--- config.mk ---
export PLATFORM = sky130hd
export DESIGN_NAME = ex_pipeline_ctrl
export DESIGN_NICKNAME = d
export VERILOG_FILES = /design/src/rtl/ex_ctrl_pkg.sv /design/src/rtl/ex_load_use_detect.sv /design/src/rtl/ex_pipeline_ctrl.sv
export SDC_FILE = /design/constraint.sdc
export NUM_CORES = 1
export LEC_CHECK = 0
export ABC_AREA = 1
export ABC_CLOCK_PERIOD_IN_PS = 2200
export CORE_ASPECT_RATIO = 0.9
export CORE_UTILIZATION = 50
export DETAILED_ROUTE_END_ITERATION = 10
export GPL_TIMING_DRIVEN = 0
export PLACE_DENSITY = 0.8
export SETUP_SLACK_MARGIN = 0.1
export SLEW_MARGIN = 5
export SYNTH_ARGS = -nofsm -noshare
export SYNTH_HDL_FRONTEND = slang
export SYNTH_HIERARCHICAL = 1
export SYNTH_SLANG_ARGS = --single-unit
--- constraint.sdc ---
create_clock -name clk -period 2.2 [get_ports clk]
set_input_delay 0.44 -clock clk [delete_from_list [all_inputs] [get_ports clk]]
set_output_delay 0.44 -clock clk [all_outputs]
set_load 0.02 [all_outputs]
--- src/rtl/ex_ctrl_pkg.sv ---
// Shared types and constants for the execute-stage sequencing logic.
package ex_ctrl_pkg;

   localparam int REG_ADDR_W_DEF = 5;

   typedef enum logic [1:0] {
      ST_RUN     = 2'd0,
      ST_REDIR   = 2'd1,
      ST_MC_BUSY = 2'd2
   } state_t;

   localparam logic [1:0] WB_SRC_MEM = 2'd1;

endpackage

--- src/rtl/ex_load_use_detect.sv ---
// Load-use hazard detect: EX load result needed by the instruction in ID.
module ex_load_use_detect
   import ex_ctrl_pkg::*;
#(
   parameter int REG_ADDR_W = REG_ADDR_W_DEF
) (
   input  logic                  i_ex_valid,
   input  logic                  i_ex_is_load,
   input  logic                  i_ex_rf_wb,
   input  logic [REG_ADDR_W-1:0] i_ex_rd,
   input  logic                  i_id_valid,
   input  logic [REG_ADDR_W-1:0] i_id_rs1,
   input  logic [REG_ADDR_W-1:0] i_id_rs2,
   input  logic                  i_id_uses_rs1,
   input  logic                  i_id_uses_rs2,
   output logic                  o_lu
);

   logic w_ex_ld;
   logic w_hit1;
   logic w_hit2;

   // x0 is hardwired zero, so a load targeting it never produces a hazard
   assign w_ex_ld = i_ex_valid & i_ex_is_load & i_ex_rf_wb & (i_ex_rd != '0);
   assign w_hit1  = i_id_uses_rs1 & (i_id_rs1 == i_ex_rd);
   assign w_hit2  = i_id_uses_rs2 & (i_id_rs2 == i_ex_rd);
   assign o_lu    = w_ex_ld & i_id_valid & (w_hit1 | w_hit2);

endmodule

--- src/rtl/ex_pipeline_ctrl.sv ---
// Execute-stage sequencing: stalls, flushes, redirects and multi-cycle handshake.
module ex_pipeline_ctrl
   import ex_ctrl_pkg::*;
#(
   parameter int REG_ADDR_W = REG_ADDR_W_DEF,
   parameter int MC_TIMEOUT = 64,
   parameter int CNT_W      = 32
) (
   input  logic                  clk,
   input  logic                  rst,
   input  logic                  id_valid,
   input  logic [REG_ADDR_W-1:0] id_rs1,
   input  logic [REG_ADDR_W-1:0] id_rs2,
   input  logic                  id_uses_rs1,
   input  logic                  id_uses_rs2,
   input  logic                  id_is_mc,
   input  logic                  ex_valid,
   input  logic [REG_ADDR_W-1:0] ex_rd,
   input  logic                  ex_rf_wb,
   input  logic                  ex_is_load,
   input  logic                  ex_branch_taken,
   input  logic                  ex_is_jump,
   input  logic                  mc_done,
   output logic                  stall_if,
   output logic                  stall_id,
   output logic                  flush_id,
   output logic                  bubble_ex,
   output logic                  pc_redirect,
   output logic                  mc_start,
   output logic                  mc_error,
   output logic [CNT_W-1:0]      stall_count,
   output logic [1:0]            state
);

   localparam int WAIT_W = $clog2(MC_TIMEOUT);
   localparam logic [WAIT_W-1:0] WAIT_LAST = WAIT_W'(MC_TIMEOUT - 1);

   state_t            r_state;
   state_t            w_next;
   logic [WAIT_W-1:0] r_wait;
   logic              r_err;
   logic [CNT_W-1:0]  r_cnt;
   logic              w_redir;
   logic              w_lu;
   logic              w_timeout;
   logic              w_wait_clr;

   assign w_redir = ex_valid & (ex_branch_taken | ex_is_jump);

   ex_load_use_detect #(
      .REG_ADDR_W(REG_ADDR_W)
   ) u_lu (
      .i_ex_valid   (ex_valid),
      .i_ex_is_load (ex_is_load),
      .i_ex_rf_wb   (ex_rf_wb),
      .i_ex_rd      (ex_rd),
      .i_id_valid   (id_valid),
      .i_id_rs1     (id_rs1),
      .i_id_rs2     (id_rs2),
      .i_id_uses_rs1(id_uses_rs1),
      .i_id_uses_rs2(id_uses_rs2),
      .o_lu         (w_lu)
   );

   always_comb begin
      w_next      = r_state;
      stall_if    = 1'b0;
      stall_id    = 1'b0;
      flush_id    = 1'b0;
      bubble_ex   = 1'b0;
      pc_redirect = 1'b0;
      mc_start    = 1'b0;
      w_timeout   = 1'b0;
      w_wait_clr  = 1'b0;
      if (!rst) begin
         unique case (r_state)
            ST_RUN: begin
               if (w_redir) begin
                  pc_redirect = 1'b1;
                  flush_id    = 1'b1;
                  bubble_ex   = 1'b1;
                  w_next      = ST_REDIR;
               end else if (w_lu) begin
                  stall_if  = 1'b1;
                  stall_id  = 1'b1;
                  bubble_ex = 1'b1;
               end else if (id_valid && id_is_mc) begin
                  mc_start   = 1'b1;
                  stall_if   = 1'b1;
                  stall_id   = 1'b1;
                  bubble_ex  = 1'b1;
                  w_wait_clr = 1'b1;
                  w_next     = ST_MC_BUSY;
               end
            end
            // squash the wrong-path fetch that was already in flight
            ST_REDIR: begin
               flush_id  = 1'b1;
               bubble_ex = 1'b1;
               w_next    = ST_RUN;
            end
            ST_MC_BUSY: begin
               if (mc_done) begin
                  w_next = ST_RUN;
               end else if (r_wait == WAIT_LAST) begin
                  w_timeout = 1'b1;
                  w_next    = ST_RUN;
               end else begin
                  stall_if  = 1'b1;
                  stall_id  = 1'b1;
                  bubble_ex = 1'b1;
               end
            end
            default: w_next = ST_RUN;
         endcase
      end
   end

   always_ff @(posedge clk) begin
      if (rst) begin
         r_state <= ST_RUN;
         r_wait  <= '0;
         r_err   <= 1'b0;
         r_cnt   <= '0;
      end else begin
         r_state <= w_next;
         if (w_wait_clr) begin
            r_wait <= '0;
         end else if (r_state == ST_MC_BUSY) begin
            r_wait <= r_wait + 1'b1;
         end
         if (w_timeout) begin
            r_err <= 1'b1;
         end
         if (stall_id && (r_cnt != '1)) begin
            r_cnt <= r_cnt + 1'b1;
         end
      end
   end

   assign mc_error    = r_err;
   assign stall_count = r_cnt;
   assign state       = r_state;

endmodule

After elaboration in Yosys (flattened, before gate mapping). Index checks and enable logic that the tools add are counted.

Input bits: 27. Bits in writable memories: 0. Bits in latches: 0. Memories: 0. Output and inout port bits: 41. Flip-flop bits (word level): 41. Bits in read-only memories: 0. Word-level logic and storage cells: 60.

Bitwise logic cells: 10. Div/mod/pow operators: 0. Equal/unequal tests: 9. Multiplexer cells: 29. Multiply operators: 0. Shift operators: 0. $add $sub $neg: 2. Reductions and logical operators: 6. $lt $le $gt $ge: 0.

Operators with widths (count): $add 32x1->32 const B (1); $ne 32x32->1 const B (1); $mux 1 (20); $eq 5x5->1 (2); $mux 2 (5); $ne 3x3->1 const B (3); $and 1x1->1 (8); $add 6x1->6 const B (1); $eq 6x6->1 const B (1); $reduce_bool 5->1 (1); $pmux 1 s2 (2); $pmux 2 s2 (1); $pmux 1 s3 (1); $reduce_and 3->1 (1); $eq 2x1->1 const B (1); $eq 2x2->1 const B (1); $logic_and 1x1->1 (2); $logic_not 2->1 (1); $or 1x1->1 (2); $reduce_or 2->1 (1).

Depth between registers and ports, before layout. Gate-level depths: netlist (run 1).

Depth in word-level cells: 10. Gate-level depth with buffers: 15. Depth with buffers taken out: 15.

Hierarchy. Netlist (run 1), hierarchy kept.

Modules (own cells, without submodules): ex_pipeline_ctrl (cells each 437, times used 1, seq. area each 820.8 um^2, area each 2690.1 um^2); ex_load_use_detect (cells each 54, times used 1, seq. area each 0.0 um^2, area each 237.7 um^2).

Least setup slack after synthesis (run 1). OpenSTA, ideal clock, no wires.

Path kind: input to output. From: input ex_rd[2]. To: output stall_if. Stages on the path: 12. Path buffers: 1. Slack: 0.129 ns. Data required time: 1.760 ns. Data arrival time: 1.631 ns. Cell sequence: inv_1 nor2_1 nor2_2 nand3_2 a21oi_2 inv_1 nand2_1 nand3_1 nand2_2 nand2_2 inv_1 buf_4.

Cells in the longest elaborated chain, start to end: 8. Elaborated cells between the ends (all ways): 13. Those cells by class: eq/ne: 2; mux: 4; bitwise: 6; reduce/logical: 1.

RTL lines: from (decl) (RTL line ex_pipeline_ctrl.sv:18) `input logic [REG_ADDR_W-1:0] ex_rd,`; $eq 5x5->1, or another cell as far along (RTL line ex_load_use_detect.sv:25) `assign w_hit1 = i_id_uses_rs1 & (i_id_rs1 == i_ex_rd);`; $and 1x1->1 (on tied branches) (RTL line ex_load_use_detect.sv:25, ex_load_use_detect.sv:24, ex_load_use_detect.sv:26); $or 1x1->1 / $and 1x1->1 (equally long branches) (RTL line ex_load_use_detect.sv:27) `assign o_lu = w_ex_ld & i_id_valid & (w_hit1 | w_hit2);`; $and 1x1->1 * (RTL line ex_load_use_detect.sv:27); via w_lu (RTL line ex_pipeline_ctrl.sv:44) `logic w_lu;`; $mux 1 * (2 in series); $pmux 1 s2 *; $mux 1 *; to (decl) (RTL line ex_pipeline_ctrl.sv:24) `output logic stall_if,`.

Mark *: on every way through the listed nets, which the timed path passes. The rest lies on a longest branch.

Worst setup path after layout (run 1).
From: input ex_rd[2]. To: output stall_if.

Cells in the longest elaborated chain, start to end: 8. Elaborated cells between the ends (all ways): 13. Those cells by class: eq/ne: 2; mux: 4; bitwise: 6; reduce/logical: 1.

RTL lines: $eq 5x5->1, or another cell as far along (RTL line ex_load_use_detect.sv:25); $and 1x1->1 (on tied branches) (RTL line ex_load_use_detect.sv:25, ex_load_use_detect.sv:24, ex_load_use_detect.sv:26); $or 1x1->1 / $and 1x1->1 (equally long branches) (RTL line ex_load_use_detect.sv:27); $and 1x1->1 * (RTL line ex_load_use_detect.sv:27); via w_lu (RTL line ex_pipeline_ctrl.sv:44); $mux 1 * (RTL line ex_pipeline_ctrl.sv:83) `end else if (w_lu) begin`; $mux 1 * (RTL line ex_pipeline_ctrl.sv:78) `if (w_redir) begin`; $pmux 1 s2 * (RTL line ex_pipeline_ctrl.sv:76) `unique case (r_state)`; $mux 1 * (RTL line ex_pipeline_ctrl.sv:75) `if (!rst) begin`.

Marked as above.

==> results.md, run 1 <==
- Vias in the first global route: around 2,800
- Sequential area share after synthesis: 0.280
- RSZ-0062 raised after global routing: true
- Syn Area/Cell: about 6 sq um
- Antenna Nets Post-Route: 0
- Dominant synthesized flop cell: dfxtp_1
- Reg2Reg Setup Slack: ~0.27 ns
- Synthesis-to-layout area growth: 31.2%
- Cts hold-fix bufs: 0
- Core box area: 5660 sq um
- Die Y: 74.6 microns
- Max Root-Sink Buffers: 2
- Leak: 1.50 nW
- CTS tree: done
- Comb power frac: 0.146
- Number of buffers created by CTS: 5
- Tot Pwr: 1.66 mW
- Layout cell share with drive strength beyond 1: 0.191
- Synth top area share: 0.280
- Worst setup SP type: primary input
- Synth async-reset ratio: 0
- Post-Synthesis Cells: ~500
- DRT Pass-1 Iters: 5
- Crit. End Element: output port
- Die Span X: between 80 and 90 microns
- Sw frac: 0.260
- Final Hold Viols: 0
- Final setup fails: 0
- Clock Latency Late Sink: 0.31 ns
- Final Skew: 0.00998 ns
- Layout Utilization: 0.679
- Clock Power Share: 0.392
- Gr usage total: 0.283
- Final wirelength: 8.12 mm
- Htree depth: 2
- VDD IR max: roughly 0.40 mV
- Worst hold path class: reg2reg
- Slew headroom: 0.563
- Syn Nets: 520
- Data required, critical path: 1.76 ns
- WL/cell: about 13 microns
- Status: finished clean
- Die area: 6170 sq um
- Largest net degree at the start of global routing: 13
- Clk sink count: 41
- First-pass GRT wire length: 13.0 mm
- ANT cells: 0
- Initial antenna violation count: 0
- Post-DP HPWL: 6.17 mm
- Layout filler cell count: around 530
- Fin crit share: 0.956
- Period minus WS final: roughly 2.1 ns
- # port buffers: 67
- Initial core utilization: 0.517
- DRC Markers: 0
- Number of synthesized flops with an enable pin: 0
- Crit path DAT: 1.66 ns
- Fmax: 475 MHz
- Maximum fanout along the worst path: 5
- Yosys reg bits: roughly 40
- Max-cap viol count: 0
- Placer Congestion: approximately 1
- Seq pwr share: 0.462
- Net switching power: about 0.43 mW
- Reg clk slew, reported paths: roughly 0.080 ns
- Setup TNS Final: 0 ns
- Post-Syn Area: 2930 sq um
- Layout Cells excl Fill: 640
- Via Count: between 3,000 and 4,000
- Synth Warn #: 6
- Synth area leaders: dfxtp_1 28%, nand2_1 24%, nor2_1 10%, inv_1 6.2%, a21oi_2 4.8%
- Int Pwr: around 1.2 mW
- Worst Path Class, Setup: in2out
- Worst Max-Slew Pin Slew: 0.655 ns
- Pwr Density: about 430 nW/um^2
- CTS root buf: clkbuf_8
- Synth cell types: 31
- IO Count: slightly below 70
- Initial DRC count: between 200 and 250
- Area leader, netlist: dfxtp_1
- Nets@finish: 598
- Overflow after GRT: 0
- Max-slew violations: 0
- Vias/cell: around 5.0
- Placed insts: between 600 and 700
- Num rows: 26
## final timing paths
check / depth (start not counted) / start / endpoint
worst max-delay path: 15 / ex_rd[2] / stall_if
worst min-delay path: 2 / r_wait[5] / r_wait[5]
worst max register to register: 11 / stall_count[1] / stall_count[24]
worst min register to register: 2 / r_wait[5] / r_wait[5]
## power groups by stage
stage | Clock [mW] | Sequential [mW] | Combinational [mW]
3_5_place_dp | 0 | 0.782 | 0.235
4_1_cts | 0.652 | 0.765 | 0.228
3_3_place_gp | 0 | 0.782 | 0.231
6_report | 0.649 | 0.765 | 0.242
5_1_grt | 0.697 | 0.767 | 0.264
2_1_floorplan | 0 | 0.790 | 0.114
## area by class of cell
cell class	count	area, sq um	share of cell area
timing repair buffer	71	634	0.165
tap	70	87.6	0.0228
sequential	41	822	0.214
buffer	10	90.1	0.0235
clock inverter	1	30.0	0.00782
multi-input combinational	387	1890	0.493
inverter	53	199	0.0518
clock buffer	7	86.3	0.0225
## cells by family (layout without fill, tap and decap cells)
group,Yosys count,after routing,synth area share
XOR/XNOR,16,16,0.0479
flip-flops,41,41,0.280
AO/OA/AOI/OAI,40,40,0.0902
adder cells (fa/ha/maj),2,2,0.00855
buffers and inverters,63,142,0.0949
AND/OR/NAND/NOR,329,329,0.478
## cells in the final DEF, fill, tap and decap left out
cell type	instances
or2_2	1
o21ai_4	1
nor2_2	6
dfxtp_1	40
clkdlybuf4s15_1	3
buf_4	7
nand3_4	1
ha_1	1
nand3_1	24
a31oi_1	1
dlygate4sd2_1	5
nand3_2	2
a21oi_2	17
dfxtp_2	1
inv_2	9
buf_6	11
nand2_1	177
o21ai_1	2
buf_2	13
nand2_2	24
nor2_1	78
clkbuf_1	3
clkbuf_8	6
xnor2_1	7
nor3b_1	1
nor3_1	1
o21ai_0	5
nor4_1	2
bufinv_16	1
nor2_4	7
ha_2	1
a21boi_1	1
inv_1	44
nand3b_1	1
xor2_1	9
clkdlybuf4s15_2	1
clkdlybuf4s50_1	39
a21oi_1	13
and3_1	1
nand4_1	3
## cell usage after synthesis (2+ instances only)
cell type  count
nand2_1      186
nor2_1        81
inv_1         48
dfxtp_1       41
nand3_1       25
a21oi_2       16
nand2_2       15
a21oi_1       14
xor2_1         9
xnor2_1        7
buf_6          5
inv_2          5
nor2_2         5
nor2_4         5
o21ai_0        5
nand4_1        3
o21ai_1        3
buf_1          2
clkbuf_1       2
ha_1           2
nor4_1         2
## through the flow
step	setup WS (ns)	instance area (sq um)	hold WS (ns)
final	0.0960	3840	0.480
after global routing	-0.00572	3840	0.496
after CTS	0.0712	3770	0.484
after detailed placement	-0.927	3690	0.471
after global placement	-0.897	3690	0.464
after floorplan	0.129	2930	0.452
## layer usage
layer / share of wire / track usage / up-vias
met3: 0.050 / 0.0577 / 13
met2: 0.49 / 0.483 / 106
met5: 0 / 0 / -
li1: - / - / 1670
met1: 0.45 / 0.359 / 1414
met4: 0.018 / 0.0805 / 0
## worst max-delay path, cell delays in order
cell and delay, ns:
buf_2 0.09, inv_2 0.05, nand2_1 0.08, nand2_2 0.07, nor2_4 0.09, nand3_2 0.08
a21oi_2 0.15, inv_1 0.06, nand2_2 0.07, nand3_2 0.08, nand2_2 0.08, nand2_2 0.06
inv_2 0.07, buf_6 0.09, buf_6 0.10
## state kept, by name, summed over array words and instances (netlist names)
register,flops
stall_count,32
state,2
mc_error,1
r_wait,6
## what timing repair did
| item | CTS | global route |
|---|---|---|
| pin swaps | 28 | 18 |
| gates resized for setup | 106 | 23 |
| buffers inserted | 3 | 1 |
| setup endpoints to repair | 38 | 24 |
No activity file was read; power rests on OpenSTA's default activity.
==> run 2: changes to the inputs <==
- SLEW_MARGIN: 5 -> unset
==> results of run 2 <==
Final layout, timing and power as in run 1 (identical DEF).
==> run 3: changes to the inputs <==
- GPL_ROUTABILITY_DRIVEN: unset -> 0
- HOLD_SLACK_MARGIN: unset -> 0.03
==> results of run 3 <==
Final layout, timing and power as in run 1 (identical DEF).
